### src/rtl/nibble_mem_driver_if.sv
`default_nettype none
// ============================================================================
//  Module      : nibble_mem_driver_if
//  Description : Command/response bundle between a host and nibble_mem_driver.
//  Revision    : 1.0 - initial release
// ============================================================================
interface nibble_mem_driver_if #(
    parameter int ADDR_W = 6
);
    logic              cmd_valid;
    logic              cmd_ready;
    logic [1:0]        cmd_op;
    logic [ADDR_W-1:0] cmd_data;
    logic              rsp_valid;
    logic [3:0]        rsp_data;
    logic [ADDR_W-1:0] rsp_addr;
    logic              busy;

    modport master (
        output cmd_valid, cmd_op, cmd_data,
        input  cmd_ready, rsp_valid, rsp_data, rsp_addr, busy
    );

    modport slave (
        input  cmd_valid, cmd_op, cmd_data,
        output cmd_ready, rsp_valid, rsp_data, rsp_addr, busy
    );
endinterface
`default_nettype wire

### src/rtl/nibble_mem_driver.sv
`default_nettype none
// ============================================================================
//  Module      : nibble_mem_driver
//  Description : Turns valid/ready commands into timed store/next/prev presses
//                for the nibble memory, tracking a shadow address.
//  Revision    : 1.0 - initial release
// ============================================================================
module nibble_mem_driver #(
    parameter int HOLD_CYCLES = 4,
    parameter int GAP_CYCLES  = 4,
    parameter int ADDR_W      = 6
) (
    input  logic                 clk,
    input  logic                 rst_n,
    nibble_mem_driver_if.slave   bus,
    output logic [3:0]           mem_din,
    output logic                 mem_store,
    output logic                 mem_next,
    output logic                 mem_prev,
    input  logic [3:0]           mem_dout
);

    localparam logic [2:0] c_st_idle    = 3'd0;
    localparam logic [2:0] c_st_decide  = 3'd1;
    localparam logic [2:0] c_st_press   = 3'd2;
    localparam logic [2:0] c_st_release = 3'd3;
    localparam logic [2:0] c_st_resp    = 3'd4;

    localparam logic [1:0] c_op_store = 2'b00;
    localparam logic [1:0] c_op_next  = 2'b01;
    localparam logic [1:0] c_op_prev  = 2'b10;
    localparam logic [1:0] c_op_seek  = 2'b11;

    localparam logic [3:0]        c_hold_last = 4'(HOLD_CYCLES - 1);
    localparam logic [3:0]        c_gap_last  = 4'(GAP_CYCLES - 1);
    localparam logic [ADDR_W-1:0] c_half      = {1'b1, {(ADDR_W-1){1'b0}}};
    localparam logic [ADDR_W-1:0] c_one       = {{(ADDR_W-1){1'b0}}, 1'b1};

    logic [2:0]        r_state;
    logic [3:0]        r_cnt;
    logic [ADDR_W-1:0] r_shadow;
    logic [ADDR_W-1:0] r_target;
    logic [1:0]        r_op;
    logic              r_dir_prev;
    logic              r_first;
    logic [3:0]        r_mem_din;
    logic              r_mem_store;
    logic              r_mem_next;
    logic              r_mem_prev;
    logic              r_cmd_ready;
    logic              r_busy;
    logic              r_rsp_valid;
    logic [3:0]        r_rsp_data;
    logic [ADDR_W-1:0] r_rsp_addr;

    logic [2:0]        w_state_nxt;
    logic [3:0]        w_cnt_nxt;
    logic [ADDR_W-1:0] w_shadow_nxt;
    logic [ADDR_W-1:0] w_target_nxt;
    logic [1:0]        w_op_nxt;
    logic              w_dir_prev_nxt;
    logic              w_first_nxt;
    logic [3:0]        w_mem_din_nxt;
    logic              w_mem_store_nxt;
    logic              w_mem_next_nxt;
    logic              w_mem_prev_nxt;
    logic              w_cmd_ready_nxt;
    logic              w_busy_nxt;
    logic              w_rsp_valid_nxt;
    logic [3:0]        w_rsp_data_nxt;
    logic [ADDR_W-1:0] w_rsp_addr_nxt;

    logic              w_accept;
    logic [ADDR_W-1:0] w_diff;
    logic              w_sel_store;
    logic              w_sel_next;
    logic              w_sel_prev;
    logic              w_in_press;

    // cmd_ready is registered high exactly while the state is IDLE
    assign w_accept = bus.cmd_valid & r_cmd_ready;
    assign w_diff   = r_target - r_shadow;

    always_ff @(posedge clk) begin
        if (!rst_n) begin
            r_state     <= c_st_idle;
            r_cnt       <= 4'd0;
            r_shadow    <= '0;
            r_target    <= '0;
            r_op        <= c_op_store;
            r_dir_prev  <= 1'b0;
            r_first     <= 1'b0;
            r_mem_din   <= 4'd0;
            r_mem_store <= 1'b0;
            r_mem_next  <= 1'b0;
            r_mem_prev  <= 1'b0;
            r_cmd_ready <= 1'b1;
            r_busy      <= 1'b0;
            r_rsp_valid <= 1'b0;
            r_rsp_data  <= 4'd0;
            r_rsp_addr  <= '0;
        end else begin
            r_state     <= w_state_nxt;
            r_cnt       <= w_cnt_nxt;
            r_shadow    <= w_shadow_nxt;
            r_target    <= w_target_nxt;
            r_op        <= w_op_nxt;
            r_dir_prev  <= w_dir_prev_nxt;
            r_first     <= w_first_nxt;
            r_mem_din   <= w_mem_din_nxt;
            r_mem_store <= w_mem_store_nxt;
            r_mem_next  <= w_mem_next_nxt;
            r_mem_prev  <= w_mem_prev_nxt;
            r_cmd_ready <= w_cmd_ready_nxt;
            r_busy      <= w_busy_nxt;
            r_rsp_valid <= w_rsp_valid_nxt;
            r_rsp_data  <= w_rsp_data_nxt;
            r_rsp_addr  <= w_rsp_addr_nxt;
        end
    end

    always_comb begin
        w_state_nxt = r_state;
        w_cnt_nxt   = r_cnt;
        case (r_state)
            c_st_idle: begin
                if (w_accept) begin
                    w_state_nxt = (bus.cmd_op == c_op_seek) ? c_st_decide : c_st_press;
                    w_cnt_nxt   = 4'd0;
                end
            end
            c_st_decide: begin
                w_state_nxt = (w_diff == '0) ? c_st_resp : c_st_press;
                w_cnt_nxt   = 4'd0;
            end
            c_st_press: begin
                if (r_cnt == c_hold_last) begin
                    w_state_nxt = c_st_release;
                    w_cnt_nxt   = 4'd0;
                end else begin
                    w_cnt_nxt   = r_cnt + 4'd1;
                end
            end
            c_st_release: begin
                if (r_cnt == c_gap_last) begin
                    w_state_nxt = (r_op == c_op_seek) ? c_st_decide : c_st_resp;
                    w_cnt_nxt   = 4'd0;
                end else begin
                    w_cnt_nxt   = r_cnt + 4'd1;
                end
            end
            c_st_resp: begin
                w_state_nxt = c_st_idle;
            end
            default: begin
                w_state_nxt = c_st_idle;
                w_cnt_nxt   = 4'd0;
            end
        endcase
    end

    always_comb begin
        w_shadow_nxt   = r_shadow;
        w_target_nxt   = r_target;
        w_op_nxt       = r_op;
        w_dir_prev_nxt = r_dir_prev;
        w_first_nxt    = r_first;
        w_mem_din_nxt  = r_mem_din;
        w_rsp_data_nxt = r_rsp_data;

        case (r_state)
            c_st_idle: begin
                if (w_accept) begin
                    w_op_nxt     = bus.cmd_op;
                    w_target_nxt = bus.cmd_data;
                    w_first_nxt  = 1'b1;
                    if (bus.cmd_op == c_op_store) begin
                        w_mem_din_nxt = bus.cmd_data[3:0];
                    end
                end
            end
            c_st_decide: begin
                // Direction is latched on the first decision only, ties go forward
                if (r_first) begin
                    w_dir_prev_nxt = (w_diff > c_half);
                    w_first_nxt    = 1'b0;
                    if (w_diff == '0) begin
                        w_rsp_data_nxt = mem_dout;
                    end
                end
            end
            c_st_press: begin
                if (w_state_nxt == c_st_release) begin
                    w_shadow_nxt = r_mem_prev ? (r_shadow - c_one) : (r_shadow + c_one);
                end
            end
            c_st_release: begin
                if (r_cnt == c_gap_last) begin
                    w_rsp_data_nxt = mem_dout;
                end
            end
            default: begin
            end
        endcase

        w_sel_store = (w_op_nxt == c_op_store);
        w_sel_next  = (w_op_nxt == c_op_next) || ((w_op_nxt == c_op_seek) && !w_dir_prev_nxt);
        w_sel_prev  = (w_op_nxt == c_op_prev) || ((w_op_nxt == c_op_seek) && w_dir_prev_nxt);
        w_in_press  = (w_state_nxt == c_st_press);

        w_mem_store_nxt = w_in_press & w_sel_store;
        w_mem_next_nxt  = w_in_press & w_sel_next;
        w_mem_prev_nxt  = w_in_press & w_sel_prev;

        w_cmd_ready_nxt = (w_state_nxt == c_st_idle);
        w_busy_nxt      = (w_state_nxt != c_st_idle);
        w_rsp_valid_nxt = (w_state_nxt == c_st_resp);
        w_rsp_addr_nxt  = (w_state_nxt == c_st_resp) ? r_shadow : r_rsp_addr;
    end

    assign bus.cmd_ready = r_cmd_ready;
    assign bus.busy      = r_busy;
    assign bus.rsp_valid = r_rsp_valid;
    assign bus.rsp_data  = r_rsp_data;
    assign bus.rsp_addr  = r_rsp_addr;
    assign mem_din       = r_mem_din;
    assign mem_store     = r_mem_store;
    assign mem_next      = r_mem_next;
    assign mem_prev      = r_mem_prev;

endmodule
`default_nettype wire

### src/flat_wrapper.sv
// flat-port wrapper written by rule: the top's interface ports become plain ports
module nibble_mem_driver_flat 
#(
    parameter int HOLD_CYCLES = 4,
    parameter int GAP_CYCLES  = 4,
    parameter int ADDR_W      = 6
)
  (clk, rst_n, mem_din, mem_store, mem_next, mem_prev, mem_dout, bus_cmd_valid, bus_cmd_op, bus_cmd_data, bus_cmd_ready, bus_rsp_valid, bus_rsp_data, bus_rsp_addr, bus_busy);
  nibble_mem_driver_if #(.ADDR_W(ADDR_W)) bus_i ();
  input  logic clk;
  input  logic rst_n;
  output logic [3:0] mem_din;
  output logic mem_store;
  output logic mem_next;
  output logic mem_prev;
  input  logic [3:0] mem_dout;
  input wire logic [$bits(bus_i.cmd_valid)-1:0] bus_cmd_valid;
  input wire logic [$bits(bus_i.cmd_op)-1:0] bus_cmd_op;
  input wire logic [$bits(bus_i.cmd_data)-1:0] bus_cmd_data;
  output wire logic [$bits(bus_i.cmd_ready)-1:0] bus_cmd_ready;
  output wire logic [$bits(bus_i.rsp_valid)-1:0] bus_rsp_valid;
  output wire logic [$bits(bus_i.rsp_data)-1:0] bus_rsp_data;
  output wire logic [$bits(bus_i.rsp_addr)-1:0] bus_rsp_addr;
  output wire logic [$bits(bus_i.busy)-1:0] bus_busy;
  assign bus_i.cmd_valid = bus_cmd_valid;
  assign bus_i.cmd_op = bus_cmd_op;
  assign bus_i.cmd_data = bus_cmd_data;
  assign bus_cmd_ready = bus_i.cmd_ready;
  assign bus_rsp_valid = bus_i.rsp_valid;
  assign bus_rsp_data = bus_i.rsp_data;
  assign bus_rsp_addr = bus_i.rsp_addr;
  assign bus_busy = bus_i.busy;
  nibble_mem_driver #(.HOLD_CYCLES(HOLD_CYCLES), .GAP_CYCLES(GAP_CYCLES), .ADDR_W(ADDR_W)) u_core (.clk(clk), .rst_n(rst_n), .bus(bus_i), .mem_din(mem_din), .mem_store(mem_store), .mem_next(mem_next), .mem_prev(mem_prev), .mem_dout(mem_dout));
endmodule
### config.mk
export PLATFORM = sky130hd
export DESIGN_NAME = nibble_mem_driver_flat
export DESIGN_NICKNAME = d
export VERILOG_FILES = /design/src/rtl/nibble_mem_driver_if.sv /design/src/rtl/nibble_mem_driver.sv /design/src/flat_wrapper.sv
export SDC_FILE = /design/constraint.sdc
export NUM_CORES = 1
export LEC_CHECK = 0
export ABC_CLOCK_PERIOD_IN_PS = 4800
export CELL_PAD_IN_SITES_DETAIL_PLACEMENT = 0
export CELL_PAD_IN_SITES_GLOBAL_PLACEMENT = 1
export CORE_ASPECT_RATIO = 1.25
export CORE_MARGIN = 8
export CORE_UTILIZATION = 43
export DETAILED_ROUTE_END_ITERATION = 8
export PLACE_DENSITY = 0.88
export RECOVER_POWER = 25
export SLEW_MARGIN = 20
export SYNTH_ARGS = -nofsm -noshare
export SYNTH_HDL_FRONTEND = slang
export SYNTH_SLANG_ARGS = --single-unit
export TNS_END_PERCENT = 1
### constraint.sdc
create_clock -name clk -period 4.8 [get_ports clk]
set_input_delay 0.72 -clock clk [delete_from_list [all_inputs] [get_ports clk]]
set_output_delay 0.72 -clock clk [all_outputs]
set_load 0.01 [all_outputs]
; ---- Word level (Yosys, flattened, before mapping)
; Index checks and enable logic that the tools add are counted.
[word_totals]
regBits = 43
latch_bits = 0
mem_bits_rw = 0
romBits = 0
inputBits = 15
out_inout_bits = 20
n_memories = 0
[classes]
add_sub_neg = 4
multipliers = 0
div_mod_pow = 0
order_cmp = 1
eq_ne = 17
n_shift = 0
muxes = 21
bitwise_logic = 5
n_reduce_logical = 20
[op_table]
columns = op, count
row1 = $mux 4, 5
row2 = $mux 3, 5
row3 = $eq 3x2->1 const B, 4
row4 = $pmux 3 s4, 1
row5 = $pmux 4 s3, 1
row6 = $eq 2x2->1 const B, 4
row7 = $ne 2x1->1 const B, 4
row8 = $pmux 4 s2, 1
row9 = $reduce_and 2->1, 4
row10 = $add 6x1->6 const B, 1
row11 = $eq 3x3->1 const B, 2
row12 = $gt 6x6->1 const B, 1
row13 = $logic_not 3->1, 2
row14 = $logic_not 6->1, 1
row15 = $mux 2, 3
row16 = $mux 6, 1
row17 = $sub 6x1->6 const B, 1
row18 = $sub 6x6->6, 1
row19 = $add 4x1->4 const B, 1
row20 = $and 1x1->1, 4
row21 = $eq 4x2->1 const B, 1
row22 = $logic_not 2->1, 2
row23 = $reduce_and 4->1, 1
row24 = $reduce_bool 2->1, 2
row25 = 11 further kinds, 15

; ---- Logic depth before layout (Yosys ltp)
; Gate-level depths: netlist of the first run.
[depth]
depth_word = 8
mapped_depth = 10

; ---- Least setup slack after synthesis of the first run
; OpenSTA, ideal clock, no wires.
[synth_path]
path_kind = register to register
from = reg u_core.r_shadow[2]
to = reg u_core.r_rsp_data[0] (netlist: u_core.bus.rsp_data[0])
arrival_time_ps = 2013
setup_slack_ps = 2665
path_stages_with_launch = 10
n_path_buf = 0
synth_period_minus_slack_ps = 2135
cell_sequence = dfxtp_1 > inv_1 > ha_1 > o21ai_0 > a21oi_1 > and2_1 > o21ai_1 > nor2_1 > and4_1 > a221o_1
[synth_via]
elab_chain_cells = 4
[synth_lines]
columns = element, line
row1 = start: declaration, nibble_mem_driver.sv:41  ; logic [ADDR_W-1:0] r_shadow;
row2 = start signal: assignment, nibble_mem_driver.sv:105  ; r_shadow <= w_shadow_nxt;
row3 = $sub 6x6->6, nibble_mem_driver.sv:82  ; assign w_diff = r_target - r_shadow;
row4 = $logic_not 6->1, nibble_mem_driver.sv:187  ; if (w_diff == '0) begin
row5 = $ne 2x1->1 (no source line), --
row6 = $reduce_and 4->1 (no source line), --
row7 = end signal: assignment, nibble_mem_driver.sv:117  ; r_rsp_data <= w_rsp_data_nxt;
row8 = end: declaration, nibble_mem_driver.sv:53  ; logic [3:0] r_rsp_data;
; No other way between the ends.
; A chain may end at the register's enable or synchronous reset.

; ---- Worst setup path in the final report of the first run
[layout_path]
from = in bus_cmd_valid
to = reg u_core.r_mem_din[0] (netlist: u_core.mem_din[0])
[layout_via]
elab_chain_cells = 2
[layout_lines]
columns = element, line
row1 = start: declaration, flat_wrapper.sv:17  ; input wire logic [$bits(bus_i.cmd_valid)-1:0] bus_cmd_valid;
row2 = $and 1x1->1, nibble_mem_driver.sv:81  ; assign w_accept = bus.cmd_valid & r_cmd_ready;
row3 = $reduce_and 3->1 (no source line), --
row4 = end signal: assignment, nibble_mem_driver.sv:110  ; r_mem_din <= w_mem_din_nxt;
row5 = end: declaration, nibble_mem_driver.sv:46  ; logic [3:0] r_mem_din;
; No other way between the ends.

==> results of run 1 <==
layer usage:
metal  wire, um  GRT usage [%]
met3        142           3.02
met5          0              0
met2       2310           23.3
met1       2100           15.1
met4         93           5.73
power groups by stage:
| stage | logic (mW) | registers [mW] | clock network (mW) |
|---|---|---|---|
| 3_5_place_dp | 0.134 | 0.393 | 0 |
| 6_report | 0.131 | 0.384 | 0.230 |
| 3_3_place_gp | 0.133 | 0.393 | 0 |
| 2_1_floorplan | 0.0873 | 0.392 | 0 |
| 4_1_cts | 0.135 | 0.385 | 0.240 |
| 5_1_grt | 0.148 | 0.387 | 0.256 |
logic make-up after synthesis:
logic type | after synthesis | synth area share, %
AOI/OAI and AO/OA | 61 | 19.4
xor gates and xnor gates | 6 | 2.42
adders and majority gates | 11 | 6.69
buffers and inverters | 25 | 4.67
DFF | 43 | 39.7
muxes | 8 | 3.69
and+or+nand+nor | 96 | 23.4
worst max path at each step:
stage                             end  slack, ps
6_report            u_core.mem_din[0]       2290
5_1_grt               u_core.mem_next       2030
4_1_cts               u_core.mem_next       2280
3_5_place_dp        u_core.mem_din[0]       1980
3_3_place_gp        u_core.mem_din[0]       2030
2_1_floorplan  u_core.bus.rsp_data[0]       2660
Yosys cell counts (4+ instances only):
library cell	instances	area share (%)
dfxtp_1	43	40
nand2_1	30	5.2
nor2b_1	17	4.9
inv_1	15	2.6
o21ai_0	13	3.0
nor2_1	12	2.1
ha_1	10	5.8
a21boi_0	9	3.1
a21oi_1	9	2.1
mux2i_1	8	3.7
and2_1	7	2.0
nand3_1	7	1.6
clkbuf_1	6	1.0
a22oi_1	5	1.7
o21ai_1	5	1.2
xnor2_1	5	2.0
a221o_1	4	1.8
nand2b_1	4	1.2
or3_1	4	1.2
worst max-delay path, delay by kind of cell:
kind / cells / cell delay, ps
buf+inv: 1 / 460
mux: 1 / 200
simple gates: 4 / 1320
metrics by stage:
| step | worst slack, ps | total power [mW] | area, um^2 | hold WS (ps) | utilization [%] |
|---|---|---|---|---|---|
| final | 2290 | 0.745 | 2640 | 447 | 53.0 |
| after global routing | 2030 | 0.791 | 2640 | 474 | 53.0 |
| after CTS | 2280 | 0.759 | 2640 | 457 | 53.0 |
| after detailed placement | 1980 | 0.527 | 2550 | 446 | 51.3 |
| after global placement | 2030 | 0.525 | 2550 | 441 | 51.3 |
| after floorplan | 2660 | 0.480 | 2170 | 444 | - |
state kept, by name, indices dropped and copies added, names as in the netlist:
name,cells
u_core.bus.busy,1
u_core.bus.cmd_ready,1
u_core.bus.rsp_addr,6
u_core.bus.rsp_data,4
u_core.bus.rsp_valid,1
u_core.mem_din,4
u_core.mem_next,1
u_core.mem_prev,1
u_core.mem_store,1
u_core.r_cnt,4
u_core.r_dir_prev,1
u_core.r_first,1
u_core.r_op,2
u_core.r_shadow,6
u_core.r_state,3
u_core.r_target,6
cell usage in the layout (no fill, tap or decap), types with 8 or more instances in the layout:
master	Yosys	final
ha_1	10	10
dlygate4sd3_1	0	15
o21ai_0	13	13
inv_1	15	15
a21boi_0	9	9
nor2_1	12	12
a21oi_1	9	9
mux2i_1	8	8
nor2b_1	17	17
dfxtp_1	43	43
clkdlybuf4s50_1	0	19
nand2_1	30	30
final cells by class:
class	instances	area, um^2	area share [%]
flip-flops and latches	43	861	32.7
clock inverters	1	5.00	0.190
clock buffers	6	82.6	3.13
multi-input cells	182	1210	45.8
repair buffers	35	348	13.2
well taps	62	77.6	2.94
inverters	15	56.3	2.14
==> reports/metrics.csv, run 1 <==
metric,value,unit
Final nets,308,
CTS Hold Buffers Added,0,
number of global-route vias before repair,1823,
Switching Share,27.1,%
clock group share of total power,30.9,%
YS warnings,0,
CTS root buf,clkbuf_8,
reg2reg path depth,9,
Tightest Pin Transition,817,ps
status,finished clean,
"Arr. time, crit path",2700,ps
LEAKAGE,1.08,nW
DRT Pass-1 Iters,6,
share of total power in combinational logic,17.5,%
sequential fraction of the synthesis area,39.7,%
Final Skew,4.77,ps
CTS tree,done,
initial drt markers,108,
first-pass GRT wire length,8090,um
die footprint,7590,um^2
crit-path max cell delay,640,ps
Final Max Slew Viols,0,
FMAX,398,MHz
CTS resizes,0,
post-synthesis average cell area,8.67,um^2
fin crit share,52.4,%
Min-Delay Endpoint,u_core.bus.rsp_addr[4],
Rows,29,
clock slew at reported path FFs,70,ps
Syn Nets,276,
sequential power share,51.6,%
diodes inserted,0,
Cell variety after synth,47,
area delta synth->final,21.6,%
vias,1807,
core area,4970,um^2
hold_sp,u_core.bus.rsp_addr[4],
Num CTS Buffers,5,
clock latency on the worst-skew pair,290,ps
top_reg_cell synth,dfxtp_1,
final setup fails,0,
Yosys reg bits,43,
GR Util All Layers,13.3,%
PortBufs,34,
Peak VDD IR,164,uV
cells along the critical path,clkdlybuf4s50_1 > nand2_1 > or4_1 > or3_1 > mux2i_1 > nor2b_1,
Routed Wire Length,4650,um
Post-Syn Instances,250,
Die Span X,79.5,um
final setup TNS,0,ps
Synth async-reset ratio,0,%
Post-Syn Area,2170,um^2
grt ovf,0,
worst hold path type,reg -> reg,
wire per inst,13.5,um
flop-to-flop setup slack,2340,ps
fin crit period,2510,ps
num ports,35,
"EDFF count, synth",0,
initial antenna violation count,0,
DRC,0,
worst hold stages,2,
Setup crit start,bus_cmd_valid,
worst-path fanout max,10,
Setup crit end kind,register,
clock sinks,43,
endpoints failing hold,0,
critical path's slowest cell,or4_1,
layout cells sized above 1,4.96,%
DP Cell Count,337,
unrepaired setup endpoints after global routing,no,
DIE HEIGHT,95.4,um
post-route antenna net violation count,0,
# Max-Cap Violations,0,
Reg-to-Reg Start,u_core.r_shadow[2],
Filler Cell Count,469,
setup bufs post-CTS,0,
P_int,0.543,mW
cell area power density,283,nW/um^2
kind of critical path,in -> reg,
initial core utilization,43.6,%
Switching Power,0.202,mW
final RePlAce weighted congestion,0.803,
RR Endpoint,u_core.bus.rsp_addr[4],
fin cells,344,
clk buf depth,2,
largest net degree at the start of global routing,25,
Via density,5.25,
H-tree levels,2,
Setup crit start kind,input pin,
HPWL after DPL,3550,um
Crit path required time,4980,ps
Slew Limit Headroom,45.1,%
(Power assumes the default switching activity.)
==> run 2: changes to the inputs <==
--- a/config.mk
+++ b/config.mk
@@ -5,14 +5,14 @@
 export SDC_FILE = /design/constraint.sdc
 export NUM_CORES = 1
 export LEC_CHECK = 0
-export ABC_CLOCK_PERIOD_IN_PS = 4800
+export ABC_CLOCK_PERIOD_IN_PS = 2400
 export CELL_PAD_IN_SITES_DETAIL_PLACEMENT = 0
 export CELL_PAD_IN_SITES_GLOBAL_PLACEMENT = 1
 export CORE_ASPECT_RATIO = 1.25
 export CORE_MARGIN = 8
-export CORE_UTILIZATION = 43
+export CORE_UTILIZATION = 40
 export DETAILED_ROUTE_END_ITERATION = 8
-export PLACE_DENSITY = 0.88
+export PLACE_DENSITY = 0.83
 export RECOVER_POWER = 25
 export SLEW_MARGIN = 20
 export SYNTH_ARGS = -nofsm -noshare
==> constraint.sdc (replaced) <==
create_clock -name clk -period 2.4 [get_ports clk]
set_input_delay 0.36 -clock clk [delete_from_list [all_inputs] [get_ports clk]]
set_output_delay 0.36 -clock clk [all_outputs]
set_load 0.01 [all_outputs]
==> run 2 against run 1 <==
Highest routed layer unchanged. Flip-flop and latch count did not move. Largest power group unchanged. Sequential share of layout area decreased by 1.1 points. Critical path depth is 3 higher. Core utilization shrank 1.7 points.
==> reports/metrics.csv, run 2 (synthesis gave the netlist of run 1 again) <==
metric,value,unit,change
CTS root buf,clkbuf_8,,unchanged
fin crit share,93.8,%,
Reg-to-Reg Start,u_core.r_shadow[2],,unchanged
Setup crit start kind,register,,was input pin
Via density,5.21,,was 5.25
initial core utilization,40.7,%,was 43.6%
DIE HEIGHT,98.3,um,was 95.4 um
Final WS setup,149,ps,was 2290 ps
Final nets,315,,was 308
core area,5330,um^2,was 4970 um^2
GR Util All Layers,13.1,%,was 13.3%
crit path to,u_core.bus.rsp_data[0],,was u_core.mem_din[0]
clk buf depth,2,,unchanged
kind of critical path,reg -> reg,,was in -> reg
area delta synth->final,26.1,%,was 21.6%
worst-path fanout max,4,,was 10
Num CTS Buffers,5,,unchanged
Tightest Pin Transition,700,ps,was 817 ps
HPWL after DPL,3630,um,was 3550 um
diodes inserted,0,,unchanged
DRC,0,,unchanged
reg2reg path depth,9,,unchanged
fin crit period,2250,ps,
Peak VDD IR,353,uV,was 164 uV
cells along the critical path,inv_1 > ha_1 > o21ai_1 > a21oi_2 > and2_1 > o21ai_2 > nor2_1 > and4_2 > a221o_1,,was clkdlybuf4s50_1 > nand2_1 > or4_1 > or3_1 > mux2i_1 > nor2b_1
FMAX,444,MHz,
initial drt markers,121,,was 108
crit-path max cell delay,360,ps,was 640 ps
CTS tree,done,,unchanged
initial antenna violation count,0,,unchanged
LEAKAGE,1.11,nW,was 1.08 nW
cell area power density,587,nW/um^2,was 283 nW/um^2
vias,1838,,"was 1,807"
Final Max Slew Viols,0,,unchanged
layout cells sized above 1,8.65,%,was 4.96%
CTS Hold Buffers Added,0,,unchanged
critical path's slowest cell,a221o_1,,was or4_1
Final Skew,11.7,ps,was 4.77 ps
clock latency on the worst-skew pair,300,ps,was 290 ps
wire per inst,14.1,um,was 13.5 um
placed cell area,2620,um^2,was 2550 um^2
die footprint,8050,um^2,was 7590 um^2
most frequent cells in the layout,"dfxtp_1 (42), nand2_1 (30), clkdlybuf4s50_1 (22), nor2b_1 (17), inv_1 (15)",,"was dfxtp_1 (43), nand2_1 (30), clkdlybuf4s50_1 (19), nor2b_1 (17)"
RR Endpoint,u_core.bus.rsp_data[0],,was u_core.bus.rsp_addr[4]
DP Cell Count,346,,was 337
final instance area,2730,um^2,was 2640 um^2
"Arr. time, crit path",2440,ps,was 2700 ps
first-pass GRT wire length,8430,um,was 8090 um
dpl ws,98.0,ps,was 1980 ps
DRT Pass-1 Iters,4,,was 6
grt ovf,0,,unchanged
# Max-Cap Violations,0,,unchanged
endpoints failing hold,0,,unchanged
Routed Wire Length,4980,um,was 4650 um
clock sinks,43,,unchanged
final setup TNS,0,ps,unchanged
final RePlAce weighted congestion,0.768,,was 0.803
post-route antenna net violation count,0,,unchanged
number of global-route vias before repair,1872,,"was 1,823"
PortBufs,34,,unchanged
"most common cell after layout, fill and taps aside",dfxtp_1,,unchanged
fin cells,353,,was 344
status,finished clean,,unchanged
clock slew at reported path FFs,90,ps,was 70 ps
Setup crit end kind,register,,unchanged
setup bufs post-CTS,0,,unchanged
Rows,30,,was 29
Setup crit start,u_core.r_shadow[2],,was bus_cmd_valid
Crit path required time,2590,ps,was 4980 ps
num ports,35,,unchanged
largest net degree at the start of global routing,25,,unchanged
Slew Limit Headroom,53.3,%,was 45.1%
flop-to-flop setup slack,150,ps,was 2340 ps
Die Span X,81.9,um,was 79.5 um
H-tree levels,2,,unchanged
worst hold path type,reg -> reg,,unchanged
final setup fails,0,,unchanged
[run 2: per-stage QoR]
| step | total power, mW | utilization [%] | hold WS, ps |
|---|---|---|---|
| after CTS | 1.62 | 51.0 | 456 |
| after floorplan | 0.959 | - | 444 |
| after global placement | 1.06 | 49.1 | 439 |
| final | 1.60 | 51.3 | 447 |
| after detailed placement | 1.07 | 49.1 | 442 |
| after global routing | 1.68 | 51.3 | 487 |
[run 2: worst min path at each step]
stage | start | slack [ps] | to | depth (start not counted)
2_1_floorplan | u_core.r_target[0] | 440 | u_core.r_target[0] | 2
3_3_place_gp | u_core.bus.rsp_addr[0] | 440 | u_core.bus.rsp_addr[0] | 2
3_5_place_dp | u_core.bus.rsp_addr[5] | 440 | u_core.bus.rsp_addr[5] | 2
4_1_cts | u_core.bus.rsp_addr[5] | 460 | u_core.bus.rsp_addr[5] | 2
5_1_grt | u_core.bus.rsp_addr[0] | 490 | u_core.bus.rsp_addr[0] | 2
6_report | u_core.bus.rsp_addr[0] | 450 | u_core.bus.rsp_addr[0] | 2
[run 2: timing repair]
item / 4_1_cts / 5_1_grt
endpoints found under the setup margin: 0 / 14
gates resized for setup: 0 / 8
hold endpoints to repair: 0 / 0
[run 2: worst max-delay path: cells and delay by family, from the launching register on]
kind	cells	cell delay, ps
AO/OA/AOI/OAI	4	870
AND/OR/NAND/NOR	3	570
flip-flops	1	350
adder cells (fa/ha/maj)	1	310
buffers and inverters	1	60
[run 2: layout make-up]
cell class / count / area (um^2)
clock buffer: 6 / 72.6
clock inverter: 1 / 30.0
fill: 532 / 2600
inverter: 15 / 56.3
multi-input combinational: 182 / 1220
sequential: 43 / 862
tap: 64 / 80.1
timing repair buffer: 42 / 409
[run 2: report_power, final]
part           total, mW  switching, mW  leakage, nW  internal (mW)
Sequential         0.767         0.0218        0.350          0.745
Combinational      0.286          0.154        0.707          0.132
Clock              0.552          0.246       0.0513          0.305
Total               1.60          0.422         1.11           1.18
[run 2: metal layers]
layer	GRT usage [%]	share of wire (%)
met1	15.0	43
met3	3.22	3.4
met4	5.42	2.1
met2	21.9	51
met5	0	0
==> edit: new RTL, config.mk and constraints of run 2 <==
`ADDR_W` is set to 6 in 3 places; all go to 7.
--- a/src/rtl/nibble_mem_driver_if.sv
+++ b/src/rtl/nibble_mem_driver_if.sv
@@ -7,3 +7,3 @@
 interface nibble_mem_driver_if #(
-    parameter int ADDR_W = 6
+    parameter int ADDR_W = 7
 );
--- a/src/rtl/nibble_mem_driver.sv
+++ b/src/rtl/nibble_mem_driver.sv
@@ -10,3 +10,3 @@
     parameter int GAP_CYCLES  = 4,
-    parameter int ADDR_W      = 6
+    parameter int ADDR_W      = 7
 ) (
--- a/src/flat_wrapper.sv
+++ b/src/flat_wrapper.sv
@@ -5,3 +5,3 @@
     parameter int GAP_CYCLES  = 4,
-    parameter int ADDR_W      = 6
+    parameter int ADDR_W      = 7
 )
Interface: changed (resized bus_cmd_data and bus_rsp_addr); port bits go from 35 to 37. No check against the original RTL was run, so the function may have changed too.
==> edit against run 2 <==
- area after synthesis grew 12%
- largest cell class unchanged
- count of clock-buffer cells in the layout stayed put
- sequential cell count up 3
- clock power grew 5.1%
- cell area rose by 11%
- final cell count rose by 8.8%
- combinational power rose by 7.7%
- routed wire length increased by 12%
- setup slack lost 36 ps
- power increased by 6.6%
- die area increased by 9.5%
- non-clock buffer count grew 8
==> edit: results <==
group,metric,value,unit
floorplanning,core.rowCount,31,
timing,fin_skew,8.201,ps
synth,post_synth_inst_count,270,
setup_path,standard_cell_with_the_maximum_stage_delay_on_the_critical_path,"or4_4",
route,detail_route.vias_per_cell,5.156,
synth,synth.yosys.seq_area_share,0.3806,
synth,synth_compound_gate_area_share,0.1541,
grt,grt_util_met2,0.2249,
cells_and_area,n_fill_cell,571,
grt,grt.met3_usage,0.03907,
setup_path,timing.critical_path.max_delay_family,"simple AND/OR/NAND/NOR gates",
cells_and_area,seq_area,923.4,µm²
synth,synthTopCellsByArea,"dfxtp_1 (38%), nand2_1 (8.8%), mux2i_1 (7.9%)",
power,power.static_leakage,0.001209,µW
timing,postLayoutSetupSlackWorst,113.0,ps
power,net-switching-power,458.4,µW
synth,post_synth_mux_area_share,0.07859,
route,wl_met1,2.577,mm
power,max-vdd-ir-drop,363.0,µV
power,combinational_logic_power,308,µW
placed_design,dpl_cell_area,0.002880,mm²
cells_and_area,buffer_area_frac,0.1512,
cells_and_area,multi_input_comb_cells,202,
synth,synth_adder_area_share,0.07032,
route,finalWirelength,5.564,mm
placed_design,post-place-ws,-2.805,ps
synth,netlist-cell-type-count,52,
clock_tree,cts_resized,1,
cells_and_area,area.share.sequential,0.3048,
outcome,status,"finished clean",
grt,globalRouteMet1Util,0.1540,
-- edit: changes by cell type in the layout (fill, tap and decap cells not counted), moves of 3 or more --
cell	delta
inv_1	-3
nor2_1	-4
nand3_1	-4
buf_4	+6
a221o_1	-4
a21boi_0	+4
nor3_1	+3
nand2_1	+27
o21ai_1	-5
a31oi_1	+3
nor2b_1	-4
a22oi_1	-4
mux2i_1	+11
-- edit: how the worst min path moves through the flow --
stage / start / end / slack, ps / cells past startpoint
floorplan: u_core.r_target[0] / u_core.r_target[0] / 440 / 2
global placement: u_core.bus.rsp_addr[2] / u_core.bus.rsp_addr[2] / 450 / 2
detailed placement: u_core.bus.rsp_addr[2] / u_core.bus.rsp_addr[2] / 450 / 2
CTS: u_core.bus.rsp_addr[2] / u_core.bus.rsp_addr[2] / 470 / 2
global route: u_core.bus.rsp_addr[5] / u_core.bus.rsp_addr[5] / 480 / 2
finish: u_core.bus.rsp_addr[0] / u_core.bus.rsp_addr[0] / 460 / 2
